$ cat config.mk
export PLATFORM = sky130hd
export DESIGN_NAME = pipe_stall_sched
export DESIGN_NICKNAME = d
export VERILOG_FILES = /design/src/rtl/pipe_stall_sched_pkg.sv /design/src/rtl/pipe_stall_sched_hz_loaduse_detect.sv /design/src/rtl/pipe_stall_sched.sv
export SDC_FILE = /design/constraint.sdc
export NUM_CORES = 1
export LEC_CHECK = 0
export CAP_MARGIN = 20
export CORE_ASPECT_RATIO = 1.4
export CORE_UTILIZATION = 30
export DETAILED_ROUTE_END_ITERATION = 10
export HOLD_SLACK_MARGIN = 0.05
export PLACE_DENSITY = 0.8
export SKIP_CTS_REPAIR_TIMING = 1
export SYNTH_ARGS = -nofsm -noshare
export SYNTH_HDL_FRONTEND = slang
export SYNTH_SLANG_ARGS = --single-unit
$ cat constraint.sdc
create_clock -name clk -period 5.2 [get_ports clk]
set_clock_uncertainty 0.05 [all_clocks]
set_input_delay 1.04 -clock clk [delete_from_list [all_inputs] [get_ports clk]]
set_output_delay 1.04 -clock clk [all_outputs]
set_load 0.02 [all_outputs]
$ cat src/rtl/pipe_stall_sched_pkg.sv
// ----------------------------------------------------------------------------
// pipe_stall_sched_pkg
// Shared definitions for the pipeline stall/flush scheduler:
//   - StallBus bit indices (bit0=PC .. bit5=WB) and stall pattern constants
//   - divider sequencing FSM state encoding
//   - saturating increment helpers for the watchdog and perf counters
// No ports (package).
// ----------------------------------------------------------------------------
package pipe_stall_sched_pkg;

   localparam int STALL_BIT_PC  = 0;
   localparam int STALL_BIT_IF  = 1;
   localparam int STALL_BIT_ID  = 2;
   localparam int STALL_BIT_EX  = 3;
   localparam int STALL_BIT_MEM = 4;
   localparam int STALL_BIT_WB  = 5;

   // Holding PC/IF/ID leaves EX without a producer, so EX loads a bubble.
   localparam logic [5:0] STALL_NONE = 6'b000000;
   localparam logic [5:0] STALL_LU   = 6'b000111;
   // Holding up to EX keeps the divide in EX; MEM loads a bubble.
   localparam logic [5:0] STALL_DIV  = 6'b001111;

   typedef enum logic [1:0] {
      SCHED_IDLE = 2'd0,
      SCHED_BUSY = 2'd1,
      SCHED_DONE = 2'd2
   } sched_state_e;

   function automatic logic [7:0] sat_inc8(input logic [7:0] v);
      return (v == 8'hFF) ? v : v + 8'd1;
   endfunction

   function automatic logic [31:0] sat_inc32(input logic [31:0] v);
      return (v == 32'hFFFF_FFFF) ? v : v + 32'd1;
   endfunction

endpackage

$ cat src/rtl/pipe_stall_sched_hz_loaduse_detect.sv
// ----------------------------------------------------------------------------
// hz_loaduse_detect
// Purely combinational load-use hazard compare between the load in EX and the
// source operands of the instruction in ID. Register 0 never creates a hazard.
// Ports:
//   id_rs, id_rt           ID source register numbers
//   id_rs_used, id_rt_used ID instruction actually reads rs / rt
//   ex_is_load             EX instruction is a load
//   ex_wreg                EX destination register
//   lu_hit                 hazard present this cycle
// ----------------------------------------------------------------------------
module hz_loaduse_detect #(
   parameter int REG_AW = 5
) (
   input  logic [REG_AW-1:0] id_rs,
   input  logic [REG_AW-1:0] id_rt,
   input  logic              id_rs_used,
   input  logic              id_rt_used,
   input  logic              ex_is_load,
   input  logic [REG_AW-1:0] ex_wreg,
   output logic              lu_hit
);

   assign lu_hit = ex_is_load && (ex_wreg != '0) &&
                   ((id_rs_used && (id_rs == ex_wreg)) ||
                    (id_rt_used && (id_rt == ex_wreg)));

endmodule

$ cat src/rtl/pipe_stall_sched.sv
// ----------------------------------------------------------------------------
// pipe_stall_sched
// Stall/flush scheduler for the 5-stage core. Merges three sources onto the
// StallBus: MEM exception redirect (highest), the divider start/busy/done
// sequence with watchdog, and the load-use hazard (lowest).
// Ports:
//   clk, rst                 core clock, asynchronous active-high reset
//   id_rs/id_rt(_used)       ID operand info for load-use detection
//   ex_is_load, ex_wreg      EX load info
//   ex_div_req, div_ready    divider request from EX / result-valid pulse
//   mem_excp, mem_new_pc     exception redirect from MEM
//   stall                    StallBus, bit i holds stage i register
//   flush, new_pc            kill IF/ID/EX and redirect IF
//   div_start/cancel/timeout divider control pulses
// Optional build macro PIPE_PERF_CNT_EN adds saturating 32-bit cycle counters
// perf_lu_stall, perf_div_stall and perf_flush as outputs.
// All outputs are forced to 0 while rst is asserted.
// ----------------------------------------------------------------------------
module pipe_stall_sched
   import pipe_stall_sched_pkg::*;
#(
   parameter int STALL_W     = 6,
   parameter int REG_AW      = 5,
   parameter int DIV_MAX_CYC = 40
) (
   input  logic               clk,
   input  logic               rst,
   input  logic [REG_AW-1:0]  id_rs,
   input  logic [REG_AW-1:0]  id_rt,
   input  logic               id_rs_used,
   input  logic               id_rt_used,
   input  logic               ex_is_load,
   input  logic [REG_AW-1:0]  ex_wreg,
   input  logic               ex_div_req,
   input  logic               div_ready,
   input  logic               mem_excp,
   input  logic [31:0]        mem_new_pc,
`ifdef PIPE_PERF_CNT_EN
   output logic [31:0]        perf_lu_stall,
   output logic [31:0]        perf_div_stall,
   output logic [31:0]        perf_flush,
`endif
   output logic [STALL_W-1:0] stall,
   output logic               flush,
   output logic [31:0]        new_pc,
   output logic               div_start,
   output logic               div_cancel,
   output logic               div_timeout
);

   sched_state_e state_q, state_d;
   logic [7:0]   wdog_q, wdog_d;
   logic         lu_hit_s;
   logic         div_stall_s;
   logic         div_start_s, div_cancel_s, div_timeout_s;
   logic [5:0]   stall_s;

   hz_loaduse_detect #(.REG_AW(REG_AW)) u_hz_loaduse_detect (
      .id_rs      (id_rs),
      .id_rt      (id_rt),
      .id_rs_used (id_rs_used),
      .id_rt_used (id_rt_used),
      .ex_is_load (ex_is_load),
      .ex_wreg    (ex_wreg),
      .lu_hit     (lu_hit_s)
   );

   // Divider FSM state and watchdog registers.
   always_ff @(posedge clk or posedge rst) begin
      if (rst) begin
         state_q <= SCHED_IDLE;
         wdog_q  <= 8'd0;
      end else begin
         state_q <= state_d;
         wdog_q  <= wdog_d;
      end
   end

   // Next state, divider pulses and priority merge of the stall sources.
   always_comb begin
      state_d       = state_q;
      wdog_d        = wdog_q;
      div_stall_s   = 1'b0;
      div_start_s   = 1'b0;
      div_cancel_s  = 1'b0;
      div_timeout_s = 1'b0;
      case (state_q)
         SCHED_IDLE: begin
            if (ex_div_req) begin
               div_start_s = 1'b1;
               div_stall_s = 1'b1;
               wdog_d      = 8'd0;
               state_d     = SCHED_BUSY;
            end else begin
               state_d = SCHED_IDLE;
            end
         end
         SCHED_BUSY: begin
            div_stall_s = 1'b1;
            wdog_d      = sat_inc8(wdog_q);
            // A result arriving on the last allowed cycle still wins.
            if (div_ready) begin
               state_d = SCHED_DONE;
            end else if (wdog_q == 8'(DIV_MAX_CYC - 1)) begin
               div_timeout_s = 1'b1;
               div_cancel_s  = 1'b1;
               div_stall_s   = 1'b0;
               state_d       = SCHED_IDLE;
            end else begin
               state_d = SCHED_BUSY;
            end
         end
         SCHED_DONE: begin
            // EX captures the result this cycle; a still-high request is stale.
            state_d = SCHED_IDLE;
         end
         default: begin
            state_d = SCHED_IDLE;
         end
      endcase

      // The redirect discards everything younger than MEM, including the divide.
      if (mem_excp) begin
         div_cancel_s  = (state_q == SCHED_BUSY);
         div_start_s   = 1'b0;
         div_timeout_s = 1'b0;
         div_stall_s   = 1'b0;
         state_d       = SCHED_IDLE;
         stall_s       = STALL_NONE;
      end else begin
         stall_s = (div_stall_s ? STALL_DIV : STALL_NONE) |
                   (lu_hit_s    ? STALL_LU  : STALL_NONE);
      end
   end

   assign stall       = rst ? '0 : STALL_W'(stall_s);
   assign flush       = rst ? 1'b0 : mem_excp;
   assign new_pc      = (rst || !mem_excp) ? 32'd0 : mem_new_pc;
   assign div_start   = rst ? 1'b0 : div_start_s;
   assign div_cancel  = rst ? 1'b0 : div_cancel_s;
   assign div_timeout = rst ? 1'b0 : div_timeout_s;

`ifdef PIPE_PERF_CNT_EN
   logic [31:0] perf_lu_q, perf_div_q, perf_flush_q;

   // Saturating per-cause cycle counters, counting causes that reach the bus.
   always_ff @(posedge clk or posedge rst) begin
      if (rst) begin
         perf_lu_q    <= 32'd0;
         perf_div_q   <= 32'd0;
         perf_flush_q <= 32'd0;
      end else begin
         if (lu_hit_s && !mem_excp) begin
            perf_lu_q <= sat_inc32(perf_lu_q);
         end
         if (div_stall_s) begin
            perf_div_q <= sat_inc32(perf_div_q);
         end
         if (mem_excp) begin
            perf_flush_q <= sat_inc32(perf_flush_q);
         end
      end
   end

   assign perf_lu_stall  = perf_lu_q;
   assign perf_div_stall = perf_div_q;
   assign perf_flush     = perf_flush_q;
`endif

endmodule

======== After elaboration in Yosys (flattened, before gate mapping) ========
Cells that the tools add are included.
storage, ports and cells
  register bits ........................... 10
  output and inout bits ................... 42
  word-level logic and storage cells ...... 50
cells by class
  $add $sub $neg .......................... 1
  equal/unequal tests ..................... 7
  mux-type cells .......................... 28
  bitwise gates (word level) .............. 1
  reductions and logical operators ........ 11
operators with widths
  cell                                                                   count
  32-bit two-way mux                                                     1
  1-bit two-way mux                                                      16
  8-bit two-way mux                                                      2
  8-bit case mux with 2 select lines                                     1
  5-bit equality test                                                    2
  8-bit by 1-bit adder with 8-bit output, second input constant          1
  8-bit by 6-bit equality test with 1-bit output, second input constant  1
  8-bit equality test, second input constant                             1
  4-bit two-way mux                                                      2
  6-bit two-way mux                                                      1
  5-bit nonzero test                                                     1
  1-bit logical AND                                                      4
  2-bit two-way mux                                                      2
  2-bit inequality test, second input constant                           2
  4-bit by 3-bit OR with 4-bit output                                    1
  2-bit case mux with 2 select lines                                     1
  3-bit two-way mux                                                      1
  3-bit AND reduction                                                    1
  2-bit by 1-bit equality test with 1-bit output, second input constant  1
  2-bit zero test                                                        1
  1-bit logical OR                                                       2
  1-bit case mux with 2 select lines                                     1
  2-bit nonzero test                                                     1
  1-bit zero test                                                        1

======== Depth between registers and ports, before layout ========
Gate-level depths: netlist of run 1.
  depth in word-level cells ............... 8
  depth in mapped cells ................... 6

======== Modules after synthesis ========
A second synthesis of run 1 with hierarchy kept.
second synthesis, totals
  cell total of the unflattened synthesis .. 138
  area total of the unflattened synthesis .. 1078.5 µm²
modules (own cells, without submodules)
  module             instances  cells an instance  area each (µm²)  seq. area each (µm²)
  pipe_stall_sched   1          121                944.7            250.2
  hz_loaduse_detect  1          17                 133.9            0.0

======== Worst setup path after synthesis of run 1 ========
OpenSTA, ideal clock, no wires.
  kind .................................... input -> output
  start point ............................. input port mem_excp
  end point ............................... output port stall[1]
  arrival time ............................ 2.671 ns
  required time ........................... 4.110 ns
  setup slack ............................. 1.439 ns
  stages .................................. 4
  path buffers ............................ 1
  cells stage by stage .................... nor4_1 a31o_1 o21bai_1 buf_4
between the ends
  word-level cells in the longest chain between the ends .. 2
ends and longest elaborated chain
  what               line                     RTL
  start, declared    pipe_stall_sched.sv:36   input logic mem_excp,
  4-bit two-way mux  pipe_stall_sched.sv:123  if (mem_excp) begin
  6-bit two-way mux  pipe_stall_sched.sv:136  assign stall = rst ? '0 : STALL_W'(stall_s);
  end, declared      pipe_stall_sched.sv:43   output logic [STALL_W-1:0] stall,
Every way passes these cells.

======== Worst setup path in the final report of run 1 ========
  start point ............................. input port ex_wreg[0]
  end point ............................... output port stall[2]
between the ends
  word-level cells in the longest chain between the ends .. 8
ends and longest elaborated chain
  what                                           line                                                                                RTL
  start, declared                                pipe_stall_sched.sv:33                                                              input logic [REG_AW-1:0] ex_wreg,
  5-bit equality test, on equally long branches  pipe_stall_sched_hz_loaduse_detect.sv:25, pipe_stall_sched_hz_loaduse_detect.sv:26
  1-bit logical AND, on equally long branches    pipe_stall_sched_hz_loaduse_detect.sv:25, pipe_stall_sched_hz_loaduse_detect.sv:26
  1-bit logical OR                               pipe_stall_sched_hz_loaduse_detect.sv:25                                            ((id_rs_used && (id_rs == ex_wreg)) ||
  1-bit logical AND *                            pipe_stall_sched_hz_loaduse_detect.sv:24                                            assign lu_hit = ex_is_load && (ex_wreg != '0) &&
  3-bit two-way mux *                            pipe_stall_sched.sv:132                                                             (lu_hit_s ? STALL_LU : STALL_NONE);
  4-bit by 3-bit OR with 4-bit output *          pipe_stall_sched.sv:131                                                             stall_s = (div_stall_s ? STALL_DIV : STALL_NONE) |
  4-bit two-way mux *                            pipe_stall_sched.sv:123
  6-bit two-way mux *                            pipe_stall_sched.sv:136
Every way passes the cells marked *; elsewhere a longest branch is shown, timed or not.

==> results.md, run 1 <==
- Outcome: finished clean
- Top-area cell type share of the netlist area: 0.255
- Final worst setup slack: just over 1 ns
- Slew Viols, Final: 0
- Clk_lat worst skew: between 0.2 and 0.25 ns
- Row Count: 24
- Clock period minus worst slack: 4.17 ns
- Final wirelength: 3.71 mm
- Startpoint types: primary input
- Register area share after synthesis: 0.255
- Die area: approximately 0.0035 sq mm
- Largest family of logic cells by synthesized area: simple AND/OR/NAND/NOR gates
- Crit-path max FO: 3
- Diodes inserted: 0
- WS Path Type: primary input to output pin
- P_leak: between 0.8 and 0.9 nW
- WL/cell: roughly 15 um
- # IOs: 97
- Complex-gate fraction of the synthesized area: 0.148
- Async S/R FF share, synth: 1.00
- GRT overflow: 0
- CTS tree: yes
- Synthesis Warnings: 0
- DP HPWL: 2.94 mm
- Die Span Y: about 70 um
- Vias per inst: roughly 5.1
- Multi-input logic area: between 600 and 700 sq um
- Ys flop type: dfrtp_1
- Final Hold Viols: 0
- Synth area leaders: dfrtp_1 (26%), and3_1 (22%), xor2_1 (8.9%)
- Register Area: approximately 250 sq um
- Final period utilization: 0.802
- Design Area, Final: between 0.0015 and 0.002 sq mm
- Syn Inst Count: around 130
- Seq cells post-synth: 10
- RD Place Congestion: about 0.85
- Number of synthesized flops with an enable pin: 0
- Syn avg cell area: between 7 and 8 sq um
- Clk buf depth: 2
- Htree depth: 1
- Vias: between 1000 and 1500
- Post-synth top cells: and3_1 (34), dfrtp_1 (10), xor2_1 (10), nor2_1 (9), clkbuf_1 (7)
- DRT iter0 DRCs: 29
- Overall Power: roughly 0.34 mW
- IO Port Bufs: 94
- Root Buffer: clkbuf_8
- Routed Antenna Nets: 0
- CP Capture Type: output pin
- Drt drc: 0
- CORE AREA: around 0.0031 sq mm
- First-pass GRT wire length: between 5 and 6 mm
- Peak Freq: 240 MHz
- Simple-Gate Fraction of Synth Area: 0.378
- Filler cells: between 200 and 300
- Worst Path Arrival: 3.08 ns
- RSZ-0062 raised after global routing: no
- Clock buffer count from CTS: 3
- GRT Util Overall: 0.217
- Die X: slightly above 50 um
- Final setup viols: 0
- TNS Setup: 0 ns
- Min-Delay Path Class: flop to flop
- P per Cell Area: roughly 170 mW/mm^2
- Place WS: around 1.0 ns
- Cell area after synthesis: ~980 sq um
- Drt pass-1 iters: 4
- Most common cell in the netlist: and3_1
- DP Area: approximately 0.0019 sq mm
- Vias in the first global route: approximately 1300
- Clock sinks: 10
- Layout cell share with drive strength beyond 1: 0.0605
- Xor and xnor area share after synthesis: 0.107
- Final #Nets: about 270
- Starting Density: 0.314
- Area leader, netlist: dfrtp_1
- Max-Cap Viols: 0
- Adder-cell area share of the yosys netlist: 0.0128
- Largest net degree at the start of global routing: 43
- Mux contribution to synthesized area: 0.0217
- Max VDD drop: 0.000165 V
- CTS clk-pin slew, worst paths: 0.05 ns
- Critical Path RT: approximately 4 ns
- Antenna violations before repair: 0
- Yosys cell types: 32
- P&R area growth vs syn: 103%
-- per-layer routing --
metal,global-route usage,wire (um),vias up,share of wire
li1,-,-,631,-
met4,0.0802,108,0,0.029
met2,0.384,1840,71,0.50
met3,0.0526,330,13,0.089
met5,0,0,-,0
met1,0.245,1430,584,0.39
-- layout by cell type, fill, tap and decap left out, drive strengths merged, types with 5 or more instances in the layout --
master,netlist,routed
nor2,9,9
and3,35,35
xor2,10,10
o21ai,6,6
dfrtp,10,10
nand2,5,5
clkdlybuf4s50,0,94
nor4,5,5
a21oi,5,5
-- final timing paths --
path,startpoint,endpoint,slack [ns],cells past startpoint
max in group asynchronous,rst,wdog_q[0],3.58,3
worst max register to register,wdog_q[0],wdog_q[0],3.57,5
worst max-delay path,ex_wreg[0],stall[2],1.03,7
min in group asynchronous,rst,state_q[0],1.26,3
worst min-delay path,state_q[1],state_q[0],0.41,1
worst min register to register,state_q[1],state_q[0],0.41,1
-- cell families (layout without fill, tap and decap cells) --
family / count (synthesis) / in the layout
AND/OR/NAND/NOR: 62 / 62
AO/OA/AOI/OAI: 22 / 22
buffers and inverters: 15 / 104
XOR/XNOR: 12 / 12
flip-flops: 10 / 10
multiplexers: 2 / 2
adder cells (fa/ha/maj): 1 / 1
other: 1 / 2
-- power by group --
part / internal, mW / switching (mW) / total (mW)
clock: 0.0668 / 0.0332 / 0.100
combinational: 0.0776 / 0.0580 / 0.136
sequential: 0.0866 / 0.0136 / 0.100
-- metrics by stage --
| step | hold WS (ns) | utilization | std cells |
|---|---|---|---|
| after floorplan | 0.378 | - | 126 |
| after global placement | 0.399 | 0.619 | 250 |
| after detailed placement | 0.401 | 0.619 | 250 |
| after CTS | 0.410 | 0.636 | 254 |
| after global routing | 0.424 | 0.636 | 254 |
| final | 0.408 | 0.636 | 254 |
-- flip-flops by register name (all words and copies together), names as in the netlist --
register / count
wdog_q: 8
state_q: 2
-- critical path, cell delays in order --
cell,delay [ns]
clkdlybuf4s50_1,0.47
xor2_1,0.19
nor4_1,0.25
and3_1,0.19
a31oi_1,0.04
o21bai_1,0.24
clkdlybuf4s50_1,0.66
-- final cells by class --
class                           count  share of cell area
Clock buffer                        4              0.0277
Inverter                            4             0.00756
Multi-Input combinational cell    101               0.333
Sequential cell                    10               0.126
Tap cell                           39              0.0246
Timing Repair Buffer               96               0.481
No activity file was read; power rests on OpenSTA's default activity.
==> run 2: changes to the inputs <==
- CORE_UTILIZATION: 30 -> 27
- PLACE_DENSITY: 0.8 -> 0.76
- clock period: 5.2 -> 3.4 ns (I/O delays scaled with it)
==> run 2 against run 1 <==
  * Combinational power up 52%
  * Wire length down 6.8%
  * Global-route usage down 3.2 points
  * Largest cell class unchanged
  * Count of clock-buffer cells in the layout down 1
==> results.md, run 2 (synthesized netlist as in run 1, its figures left out) <==
- Vias in the first global route: 1228 (-6.9%)
- Layout cell share with drive strength beyond 1: 0.0734 (+0.0129)
- Global routing usage on met2: 0.356 (-0.0279)
- Final wirelength: 3.45 mm (-6.8%)
- Root Buffer: clkbuf_8
- P&R area growth vs syn: 105%
- Most frequent cells in the layout: clkdlybuf4s50_1 (91), and3_1 (34), xor2_1 (10), dfrtp_1 (10), nor2_1 (9)
- Clk network pwr share: 0.253 (-0.045)
- Htree depth: 1 (unchanged)
- Startpoint types: primary input
- DP HPWL: 2.87 mm (-2.4%)
- Antenna violations before repair: 0 (unchanged)
- Peak Freq: around 320 MHz
- Clk buf depth: 2 (unchanged)
- Critical Path RT: 2.67 ns (-1.44 ns)
- Clock sinks: 10 (unchanged)
- Clock period minus worst slack: about 3.2 ns
- RD Place Congestion: 0.816 (-4.4%)
- Vias per inst: 4.98 (-2.5%)
- DRT iter0 DRCs: 18 (-38%)
- WL/cell: 13.4 um (-8.3%)
- Final setup viols: 0 (unchanged)
- P_leak: 0.955 nW (+6.8%)
- M3 GR Usage: 0.0497 (-0.00294)
- Reg power frac: 0.317 (+0.019)
- Crit-path most repeated cell: clkdlybuf4s50_1
- Hold_ws: 0.406 ns (-0.00160 ns)
- CP Capture Type: output pin
- Outcome: finished clean
- Routed Antenna Nets: 0 (unchanged)
- Sw power: 0.150 mW (+43%)
- GRT Util Overall: 0.186 (-0.0316)
- Comb power frac: 0.430 (+0.026)
- Grt met1 use: 0.177 (-0.0673)
- # IOs: 97 (unchanged)
- Crit-path cells: clkdlybuf4s50_1 -> inv_1 -> buf_4 -> and3_1 -> clkdlybuf4s50_1
- Max-Cap Viols: 0 (unchanged)
- Power Internal: 0.331 mW (+43%)
- Design Area, Final: 0.00201 sq mm (+1.3%)
- Filler cells: 348 (+28%)
- Min-Delay Path Class: flop to flop
- CP max-delay cell: clkdlybuf4s50_1
- Diodes inserted: 0 (unchanged)
- Clock buffer count from CTS: 3 (unchanged)
- RSZ-0062 raised after global routing: no
- Final period utilization: 0.928
- Worst Path Arrival: 2.42 ns (-0.66 ns)
- Final #Nets: 276 (+1.5%)
- Slew Viols, Final: 0 (unchanged)
- Reg with most FFs: wdog_q
- Multi-input logic area: 662 sq um (unchanged)
- Fraction of power spent switching nets: 0.311 (-0.000925)
- Starting Density: 0.287 (-0.0264)
- Max reg flops: 8 (unchanged)
- Crit-path max FO: 15 (+12)
- Finished Layout Cells: 258 (+1.6%)
- Register Area: 250 sq um (unchanged)
- Drt pass-1 iters: 4 (unchanged)
- DP Area: 0.00196 sq mm (+1.6%)
- First-pass GRT wire length: 5.38 mm (-10%)
- Row Count: 25 (+4.2%)
- P per Cell Area: 239 mW/mm^2 (+41%)
- Vias: 1286 (-1.0%)
- Die X: 52.9 um (+5.2%)
- Commonest non-fill, non-tap cell in the layout: clkdlybuf4s50_1
- Most Crowded Layer GR: met2
- Clk_lat worst skew: 0.24 ns (about the same)
- Max VDD drop: 0.000211 V (+28%)
- Largest registers: wdog_q: 8 flops, state_q: 2 flops
- Final Hold Viols: 0 (unchanged)
- Placed Cells: 255 (+2.0%)
- CTS tree: yes
- Overall Power: 0.480 mW (+43%)
- CTS clk-pin slew, worst paths: 0.04 ns (about the same)
- IO Port Bufs: 94 (unchanged)
- Drt drc: 0 (unchanged)
- WS Path Type: primary input to output pin
- GRT overflow: 0 (unchanged)
- WP buf/inv: 4 (+2)
- CORE AREA: 0.00341 sq mm (+9.2%)
- Largest net degree at the start of global routing: 28 (-35%)
- Die area: 0.00388 sq mm (+11%)
- Delay-heaviest family, CP: buffers and inverters
- Max incr delay on CP: 0.61 ns (-0.05 ns)
- Die Span Y: 73.3 um (+5.3%)
## run 2: power by group through the flow
stage	clock network, mW	registers, mW	logic, mW
after global placement	0	0.153	0.206
after global routing	0.135	0.154	0.225
after floorplan	0	0.149	0.0942
final	0.122	0.152	0.207
after detailed placement	0	0.153	0.209
after CTS	0.127	0.151	0.209
## run 2: stage by stage
stage,TNS (ns),utilization,setup WS (ns)
2_1_floorplan,0,-,0.359
5_1_grt,0,0.590,0.133
3_3_place_gp,0,0.576,0.0281
6_report,0,0.590,0.246
3_5_place_dp,-0.177,0.576,-0.0698
4_1_cts,-0.191,0.588,-0.0745
## run 2: layout make-up
class                      instances  share of cell area
multi-input combinational        101               0.329
inverter                           4             0.00746
tap                               40              0.0249
timing repair buffer             100               0.494
clock buffer                       3              0.0205
sequential                        10               0.124
## run 2: per-layer routing
layer	part of all wire	vias to the layer above
li1	-	638
met1	0.36	576
met2	0.51	65
met3	0.11	7
met4	0.019	0
met5	0	-
## run 2: worst reg2reg max path, stage by stage (launching register included)
cell     delay (ns)
dfrtp_1        0.40
ha_1           0.26
nand2_1        0.07
nor2_1         0.23
a31oi_1        0.19
mux2_2         0.29
## run 2: worst paths after layout
check | endpoint | slack, ns | depth (start not counted) | from
max | new_pc[4] | 0.25 | 5 | rst
min | state_q[0] | 0.41 | 1 | state_q[1]
max reg2reg | wdog_q[0] | 1.79 | 5 | wdog_q[1]
min reg2reg | state_q[0] | 0.41 | 1 | state_q[1]
max in group asynchronous | wdog_q[4] | 2.12 | 3 | rst
min in group asynchronous | state_q[0] | 1.04 | 3 | rst
